--- src/rtl/aes_job_scheduler_if.sv ---
// Requester/consumer bundle for aes_job_scheduler: job requests in, tagged ciphertext responses out.
// The scheduler binds the slave modport; requesters and the response consumer use master.
interface aes_job_scheduler_if #(
    parameter int NREQ = 4,
    parameter int ID_W = 2
);
    logic [NREQ-1:0]     req;
    logic [NREQ*128-1:0] req_data;
    logic [NREQ-1:0]     ack;
    logic                resp_valid;
    logic                resp_ready;
    logic [ID_W-1:0]     resp_id;
    logic [127:0]        resp_data;
    logic                resp_err;

    modport master (
        output req, req_data, resp_ready,
        input  ack, resp_valid, resp_id, resp_data, resp_err
    );

    modport slave (
        input  req, req_data, resp_ready,
        output ack, resp_valid, resp_id, resp_data, resp_err
    );
endinterface

--- src/rtl/aes_job_scheduler.sv ---
// aes_job_scheduler: round-robin time-sharing of one AES core between NREQ requesters.
// Define AES_SCHED_TIMEOUT_EN to build the RUN-state watchdog (TIMEOUT_CYCLES).
module aes_job_scheduler #(
    parameter int NREQ           = 4,
    parameter int ID_W           = 2,
    parameter int RST_CYCLES     = 2,
    parameter int TIMEOUT_CYCLES = 1024
) (
    input  logic               clk,
    input  logic               reset,
    input  logic               key_ready,
    aes_job_scheduler_if.slave bus,
    output logic               core_rst,
    output logic [127:0]       core_data_in,
    input  logic               core_done,
    input  logic [127:0]       core_data_out,
    output logic               busy
);

    localparam logic [1:0] IDLE = 2'd0;
    localparam logic [1:0] LOAD = 2'd1;
    localparam logic [1:0] RUN  = 2'd2;
    localparam logic [1:0] RESP = 2'd3;
    localparam logic [3:0] RST_LAST = 4'(RST_CYCLES - 1);

    logic [1:0]      state;
    logic [ID_W-1:0] rr_ptr;
    logic [ID_W-1:0] cur_id;
    logic [ID_W-1:0] pick_id;
    logic [ID_W-1:0] next_ptr;
    logic [3:0]      rst_cnt;
    logic            pick_valid;
    logic            timeout_hit;
    logic            abort;
    logic [NREQ-1:0] rotated;
    logic [127:0]    pick_data;
    int              slot;

    // Rotate req so bit 0 is the requester at rr_ptr; the lowest set bit of the rotation wins.
    always_comb begin
        rotated    = NREQ'({bus.req, bus.req} >> rr_ptr);
        pick_valid = 1'b0;
        pick_id    = '0;
        slot       = 0;
        for (int k = 0; k < NREQ; k++) begin
            if (!pick_valid && rotated[k]) begin
                pick_valid = 1'b1;
                slot       = int'(rr_ptr) + k;
                if (slot >= NREQ) slot = slot - NREQ;
                pick_id    = ID_W'(slot);
            end
        end
        pick_data = '0;
        for (int k = 0; k < NREQ; k++) begin
            if (pick_id == ID_W'(k)) pick_data = bus.req_data[128*k +: 128];
        end
        next_ptr = (int'(pick_id) == NREQ - 1) ? '0 : pick_id + 1'b1;
    end

`ifdef AES_SCHED_TIMEOUT_EN
    logic [15:0] tmo_cnt;

    always_ff @(posedge clk) begin
        if (!reset || state != RUN) tmo_cnt <= '0;
        else                        tmo_cnt <= tmo_cnt + 16'd1;
    end

    assign timeout_hit = (state == RUN) && !core_done && (tmo_cnt == 16'(TIMEOUT_CYCLES - 1));
`else
    assign timeout_hit = 1'b0;
`endif

    // Key loss (or watchdog expiry) while the core owns the job turns it into an error response.
    assign abort = ((state == LOAD) || (state == RUN)) && (!key_ready || timeout_hit);
    assign busy  = (state != IDLE);

    always_ff @(posedge clk) begin
        if (!reset) begin
            state          <= IDLE;
            bus.ack        <= '0;
            core_rst       <= 1'b1;
            core_data_in   <= '0;
            bus.resp_valid <= 1'b0;
            bus.resp_id    <= '0;
            bus.resp_data  <= '0;
            bus.resp_err   <= 1'b0;
            rr_ptr         <= '0;
            cur_id         <= '0;
            rst_cnt        <= '0;
        end else begin
            bus.ack <= '0;
            if (abort) begin
                core_rst       <= 1'b1;
                bus.resp_valid <= 1'b1;
                bus.resp_err   <= 1'b1;
                bus.resp_data  <= '0;
                bus.resp_id    <= cur_id;
                state          <= RESP;
            end else begin
                case (state)
                    IDLE: begin
                        core_rst <= 1'b1;
                        if (key_ready && pick_valid) begin
                            core_data_in <= pick_data;
                            cur_id       <= pick_id;
                            bus.ack      <= NREQ'(1) << pick_id;
                            rr_ptr       <= next_ptr;
                            rst_cnt      <= '0;
                            state        <= LOAD;
                        end
                    end
                    LOAD: begin
                        if (rst_cnt == RST_LAST) begin
                            core_rst <= 1'b0;
                            state    <= RUN;
                        end else begin
                            rst_cnt <= rst_cnt + 4'd1;
                        end
                    end
                    RUN: begin
                        if (core_done) begin
                            bus.resp_data  <= core_data_out;
                            bus.resp_id    <= cur_id;
                            bus.resp_err   <= 1'b0;
                            bus.resp_valid <= 1'b1;
                            state          <= RESP;
                        end
                    end
                    RESP: begin
                        if (bus.resp_valid && bus.resp_ready) begin
                            bus.resp_valid <= 1'b0;
                            core_rst       <= 1'b1;
                            state          <= IDLE;
                        end
                    end
                    default: state <= IDLE;
                endcase
            end
        end
    end

endmodule
--- src/flat_wrapper.sv ---
// flat-port wrapper written by rule: the top's interface ports become plain ports
module aes_job_scheduler_flat 
#(
    parameter int NREQ           = 4,
    parameter int ID_W           = 2,
    parameter int RST_CYCLES     = 2,
    parameter int TIMEOUT_CYCLES = 1024
)
  (clk, reset, key_ready, core_rst, core_data_in, core_done, core_data_out, busy, bus_req, bus_req_data, bus_resp_ready, bus_ack, bus_resp_valid, bus_resp_id, bus_resp_data, bus_resp_err);
  aes_job_scheduler_if #(.NREQ(NREQ), .ID_W(ID_W)) bus_i ();
  input  logic clk;
  input  logic reset;
  input  logic key_ready;
  output logic core_rst;
  output logic [127:0] core_data_in;
  input  logic core_done;
  input  logic [127:0] core_data_out;
  output logic busy;
  input wire logic [$bits(bus_i.req)-1:0] bus_req;
  input wire logic [$bits(bus_i.req_data)-1:0] bus_req_data;
  input wire logic [$bits(bus_i.resp_ready)-1:0] bus_resp_ready;
  output wire logic [$bits(bus_i.ack)-1:0] bus_ack;
  output wire logic [$bits(bus_i.resp_valid)-1:0] bus_resp_valid;
  output wire logic [$bits(bus_i.resp_id)-1:0] bus_resp_id;
  output wire logic [$bits(bus_i.resp_data)-1:0] bus_resp_data;
  output wire logic [$bits(bus_i.resp_err)-1:0] bus_resp_err;
  assign bus_i.req = bus_req;
  assign bus_i.req_data = bus_req_data;
  assign bus_i.resp_ready = bus_resp_ready;
  assign bus_ack = bus_i.ack;
  assign bus_resp_valid = bus_i.resp_valid;
  assign bus_resp_id = bus_i.resp_id;
  assign bus_resp_data = bus_i.resp_data;
  assign bus_resp_err = bus_i.resp_err;
  aes_job_scheduler #(.NREQ(NREQ), .ID_W(ID_W), .RST_CYCLES(RST_CYCLES), .TIMEOUT_CYCLES(TIMEOUT_CYCLES)) u_core (.clk(clk), .reset(reset), .key_ready(key_ready), .bus(bus_i), .core_rst(core_rst), .core_data_in(core_data_in), .core_done(core_done), .core_data_out(core_data_out), .busy(busy));
endmodule
--- config.mk ---
export PLATFORM = sky130hd
export DESIGN_NAME = aes_job_scheduler_flat
export DESIGN_NICKNAME = d
export VERILOG_FILES = /design/src/rtl/aes_job_scheduler_if.sv /design/src/rtl/aes_job_scheduler.sv /design/src/flat_wrapper.sv
export SDC_FILE = /design/constraint.sdc
export NUM_CORES = 1
export LEC_CHECK = 0
export CAP_MARGIN = 25
export CORE_AREA = 2 2 360 362
export DETAILED_ROUTE_END_ITERATION = 16
export DIE_AREA = 0 0 362 364
export MAX_ROUTING_LAYER = met4
export PLACE_DENSITY_LB_ADDON = 0.3
export SYNTH_ARGS = -nofsm -noshare
export SYNTH_HDL_FRONTEND = slang
export SYNTH_SLANG_ARGS = --single-unit
--- constraint.sdc ---
create_clock -name clk -period 6.2 [get_ports clk]
set_clock_uncertainty 0.1 [all_clocks]
set_input_delay 0.62 -clock clk [delete_from_list [all_inputs] [get_ports clk]]
set_output_delay 0.62 -clock clk [all_outputs]
set_load 0.05 [all_outputs]
Word level (Yosys, flattened, before mapping). Index checks and enable logic that the tools add are counted.

Register bits: 275. Latch bits: 0. Memory bits (writable): 0. Memory bits (read-only): 0. Bits of input ports: 649. Logic and storage cells: 113. Memories kept: 0.

Add/subtract/negate cells: 9. Multiply operators: 0. Div/mod/pow operators: 0. Order comparisons: 4. Equality and inequality tests: 16. Shifts and indexed selects: 2. Mux-type cells: 39. Bitwise operators: 4. Reductions and logical operators: 28.

Operators by type and width (count): $mux 128 (4); $mux 2 (17); $mux 1 (12); $ge 3x3->1 const B (3); $reduce_and 3->1 (3); $eq 2x2->1 const B (4); $mux 4 (2); $pmux 2 s4 (1); $pmux 4 s2 (1); $reduce_and 4->1 (2); $reduce_bool 2->1 (4); $shr 8x2->4 (1); $sub 2x1->2 const B (4); $add 2x2->3 const B (2); $eq 2x1->1 const B (3); $logic_and 1x1->1 (6); $ne 3x1->1 const B (2); $ne 3x2->1 const B (2); $reduce_bool 3->1 (2); $add 4x1->4 const B (1); $eq 4x1->1 const B (1); $logic_not 1->1 (4); $logic_not 2->1 (2); $ne 2x1->1 const B (2); 12 further kinds (17).

Depth between registers and ports, before layout.
Depth in word-level cells: 16. Gate-level depth with buffers: 12.

Worst setup path after synthesis. OpenSTA, ideal clock, no wires.

Path type: input -> register. From: in bus_req[0]. To: reg u_core.core_data_in[113]. Library setup time: 0.120 ns. Arrival: 2.633 ns. Setup slack: 3.347 ns. Stages on the path: 12. Path buffers: 3. Cells stage by stage: nor2b_1 > a211o_1 > a21oi_1 > inv_1 > ha_1 > clkbuf_1 > nor2b_1 > clkbuf_1 > buf_2 > a221oi_1 > a211o_1 > a21oi_1.

Word-level cells in the longest chain between the ends: 16. Elaborated cells on any way between the ends: 25. Classes of those cells: eq/ne (3); shift (1); mux (12); reduce/logical (9).

Ends and longest elaborated chain: start, declared (RTL line flat_wrapper.sv:19) `input wire logic [$bits(bus_i.req)-1:0] bus_req;`; $shr 8x2->4 * (RTL line aes_job_scheduler.sv:41) `rotated = NREQ'({bus.req, bus.req} >> rr_ptr);`; $mux 1 (RTL line aes_job_scheduler.sv:46) `if (!pick_valid && rotated[k]) begin`; $logic_not 1->1 (RTL line aes_job_scheduler.sv:46); $logic_and 1x1->1 (RTL line aes_job_scheduler.sv:46); $mux 1 (RTL line aes_job_scheduler.sv:46); $logic_not 1->1 (RTL line aes_job_scheduler.sv:46); $logic_and 1x1->1 (RTL line aes_job_scheduler.sv:46); $mux 1 (RTL line aes_job_scheduler.sv:46); $logic_not 1->1 (RTL line aes_job_scheduler.sv:46); $logic_and 1x1->1 (RTL line aes_job_scheduler.sv:46); $mux 2 * (RTL line aes_job_scheduler.sv:46); net u_core.pick_id[0] (RTL line aes_job_scheduler.sv:29) `logic [ID_W-1:0] pick_id;`; $logic_not 2->1 (RTL line aes_job_scheduler.sv:55) `if (pick_id == ID_W'(k)) pick_data = bus.req_data[128*k +: 128];`; $mux 128 (3 in a row) (RTL line aes_job_scheduler.sv:55); $mux 128 * (RTL line aes_job_scheduler.sv:55); end signal, assigned (RTL line aes_job_scheduler.sv:104) `core_data_in <= pick_data;`; end, declared (RTL line aes_job_scheduler.sv:14) `output logic [127:0] core_data_in,`.

Mark *: on every way through the listed nets, which the timed path passes. The rest lies on a longest branch. A chain may end at the register's enable or synchronous reset.

Worst setup path in the final report.
From: in bus_req[0]. To: reg u_core.core_data_in[64].

Word-level cells in the longest chain between the ends: 16. Elaborated cells on any way between the ends: 25. Classes of those cells: eq/ne (3); shift (1); mux (12); reduce/logical (9).

Ends and longest elaborated chain (RTL line): $shr 8x2->4 * (aes_job_scheduler.sv:41); $mux 1 (aes_job_scheduler.sv:46); $logic_not 1->1 (aes_job_scheduler.sv:46); $logic_and 1x1->1 (aes_job_scheduler.sv:46); $mux 1 (aes_job_scheduler.sv:46); $logic_not 1->1 (aes_job_scheduler.sv:46); $logic_and 1x1->1 (aes_job_scheduler.sv:46); $mux 1 (aes_job_scheduler.sv:46); $logic_not 1->1 (aes_job_scheduler.sv:46); $logic_and 1x1->1 (aes_job_scheduler.sv:46); $mux 2 (aes_job_scheduler.sv:46); $logic_not 2->1 (aes_job_scheduler.sv:55); $mux 128 (4 in a row) (aes_job_scheduler.sv:55).

Mark *: on every way between the ends. The rest lies on a longest branch, timed or not.

==> impl_metrics.json <==
{
  "syn_nets": 2493,
  "synth-seq-cells": 275,
  "cp-start-kind": "input port",
  "syn_inst": 1832,
  "cts_sinks": 275,
  "place_congestion": 0.853,
  "postCtsSetupRepairBufs": 0,
  "p_leak_nw": 8.77,
  "path_class": "in -> reg",
  "track_usage": 0.137,
  "drt_iter0_markers": 871,
  "htreeDepth": 2,
  "cts.hold.buffers_added": 0,
  "fill_cells": 14242,
  "rows": 132,
  "die_w_um": 362,
  "peakVddDrop_v": 0.000198,
  "rsz0062_at_grt": "no",
  "worst_slew_pin_slew_ns": 1.10,
  "maxCapViolations": 0,
  "cts_root_buf": "clkbuf_16",
  "multiInputGateArea_mm2": 0.00776,
  "antenna_found_initial": 20,
  "finalNetCount": 3295,
  "wire_per_inst_um": 21.4,
  "io_pins": 915,
  "ys_warn_count": 0,
  "sw_frac_of_total": 0.441,
  "arrival_ns": 4.25,
  "timing_hold_violations_final": 0,
  "yosysTopAreaCellShare": 0.390,
  "slew_headroom": 0.265,
  "wl_um": 93200,
  "start_util": 0.110,
  "cts_buffers": 40,
  "outcome": "completed",
  "grt_max_degree": 118,
  "postSynthAreaPerCell_um2": 7.71,
  "post_route_cells_drive_above_1_share": 0.0391,
  "ant_nets": 0,
  "hold_slack_ns": 0.317,
  "p_clk_frac": 0.253,
  "via_per_inst": 3.81,
  "synth_cell_type_count": 40,
  "grt.overflow.total": 0,
  "netlist_area_mm2": 0.0141,
  "drc": 0,
  "final-seq-area_mm2": 0.00551,
  "cts_resized": 0,
  "yosysTopAreaCell": "dfxtp_1",
  "path_max_fanout": 90,
  "final_common_cell": "clkdlybuf4s50_1",
  "reg2reg_slack_ns": 2.51,
  "num_vias": 16571,
  "setup_tns_ns": 0,
  "tritoncts": "done",
  "intPower_w": 0.00521,
  "cp.required_ns": 6.55,
  "coreArea_mm2": 0.128,
  "dieArea_mm2": 0.132,
  "finalCritPeriodShare": 0.629,
  "port_buffers": 914,
  "finalSetupViolCount": 0,
  "end_kind": "flop",
  "seq_area_frac_synth": 0.390,
  "p_sw_w": 0.00412,
  "finalMaxSlewViolations": 0,
  "clkSlewWorstSetupHoldPaths_ns": 0.05,
  "final_cell_mix": "913 x clkdlybuf4s50_1, 385 x nand2_1, 276 x a21oi_1, 275 x dfxtp_1, 229 x nor2b_1",
  "p_comb_frac": 0.498,
  "max-clock-path-buffers": 3,
  "p_seq_frac": 0.249,
  "grt_first_pass_wirelength_um": 126000,
  "clk_latency_ns": 0.58,
  "dp_hpwl_um": 71300,
  "power_density_mw_per_mm2": 354,
  "first_global_vias": 16424,
  "yosys-top-cells-area": "dfxtp_1 39%, nand2_1 10%, nor2b_1 10%",
  "syn_to_final_growth_pct": 86.7,
  "drt-pass1-iter-count": 5,
  "fmax_ghz": 0.256,
  "die_h_um": 364,
  "finalCriticalPeriod_ns": 3.90,
  "min_path_type": "in -> reg"
}
registers in the layout, summed over array words and instances, names as in the netlist:
signal                 count
u_core.bus.ack             4
u_core.core_rst            1
u_core.rr_ptr              2
u_core.rst_cnt             4
u_core.bus.resp_valid      1
u_core.cur_id              2
u_core.bus.resp_id         2
u_core.state               2
u_core.bus.resp_data     128
u_core.core_data_in      128
u_core.bus.resp_err        1
Yosys cell counts (all sizes together):
| master | number |
|---|---|
| or3 | 2 |
| nor2 | 4 |
| clkbuf | 139 |
| nor4 | 1 |
| nand2b | 1 |
| nand4b | 1 |
| o211ai | 1 |
| o41a | 2 |
| mux2i | 1 |
| o31a | 112 |
| dfxtp | 275 |
| a221o | 1 |
| o21ai | 133 |
| o221ai | 1 |
| nand4 | 4 |
| o41ai | 1 |
| o211a | 1 |
| inv | 25 |
| a21boi | 6 |
| a221oi | 128 |
| nand2 | 387 |
| a21o | 1 |
| o2111ai | 1 |
| and2 | 3 |
| buf | 47 |
| o221a | 1 |
| a21oi | 276 |
| nor3 | 5 |
| nor2b | 230 |
| ha | 12 |
| a211o | 18 |
| or3b | 1 |
| nand3 | 7 |
| o22ai | 4 |
power by group through the flow:
| stage | Sequential (W) | Clock, W | Combinational, W |
|---|---|---|---|
| 4_1_cts | 0.00232 | 0.00249 | 0.00469 |
| 2_1_floorplan | 0.00343 | 0 | 0.00163 |
| 3_3_place_gp | 0.00235 | 0 | 0.00467 |
| 3_5_place_dp | 0.00235 | 0 | 0.00467 |
| 5_1_grt | 0.00236 | 0.00254 | 0.00497 |
| 6_report | 0.00232 | 0.00236 | 0.00465 |
stage by stage:
stage | area, µm² | total power [W] | std cells | setup slack (ns) | utilization
2_1_floorplan | 14100 | 0.00506 | 1832 | 3.35 | -
3_3_place_gp | 24900 | 0.00703 | 4262 | 1.69 | 0.194
5_1_grt | 26400 | 0.00987 | 4349 | 2.08 | 0.205
3_5_place_dp | 24900 | 0.00702 | 4262 | 1.55 | 0.194
4_1_cts | 26200 | 0.00950 | 4333 | 2.21 | 0.204
6_report | 26400 | 0.00934 | 4351 | 2.30 | 0.205
final timing paths:
kind,startpoint,to,depth (start not counted)
worst min register to register,u_core.bus.resp_data[83]$_SDFFE_PP0P_,u_core.bus.resp_data[83]$_SDFFE_PP0P_,2
worst max register to register,u_core.rr_ptr[1]$_SDFFE_PN0P_,u_core.core_data_in[64]$_SDFFE_PN0P_,9
worst max-delay path,bus_req[0],u_core.core_data_in[64]$_SDFFE_PN0P_,10
worst min-delay path,reset,u_core.core_data_in[25]$_SDFFE_PN0P_,3
kinds of logic (layout without fill, tap and decap cells):
kind of cell,Yosys count,after routing,share of synthesized area
flops,275,275,0.390
fa+ha+maj,12,12,0.0106
mux,1,1,0.000709
buf+inv,211,1042,0.0656
compound gates,687,687,0.317
simple gates,646,646,0.217
other cells,0,13,0
worst max-delay path, cell delays in order:
cell             delay, ns
clkdlybuf4s50_1       0.57
nor2b_1               0.21
nor2_1                0.06
o22ai_1               0.72
ha_4                  0.71
buf_12                0.39
nor2b_1               0.09
a221oi_1              0.46
o31a_1                0.21
a21oi_1               0.07
per-layer routing:
metal	up-vias	track usage	wire length [µm]
li1	8122	-	-
met1	7734	0.158	38700
met2	637	0.216	42800
met3	78	0.0634	10100
met4	0	0.0274	1670
met5	-	-	0
cell type report:
class                           count  area share
Antenna cell                       13     0.00123
Clock buffer                       58      0.0432
Tap cell                         1675      0.0795
Sequential cell                   275       0.209
Inverter                           25     0.00356
Clock inverter                     13     0.00603
Timing Repair Buffer              946       0.363
Multi-Input combinational cell   1346       0.295
(Power assumes the default switching activity.)
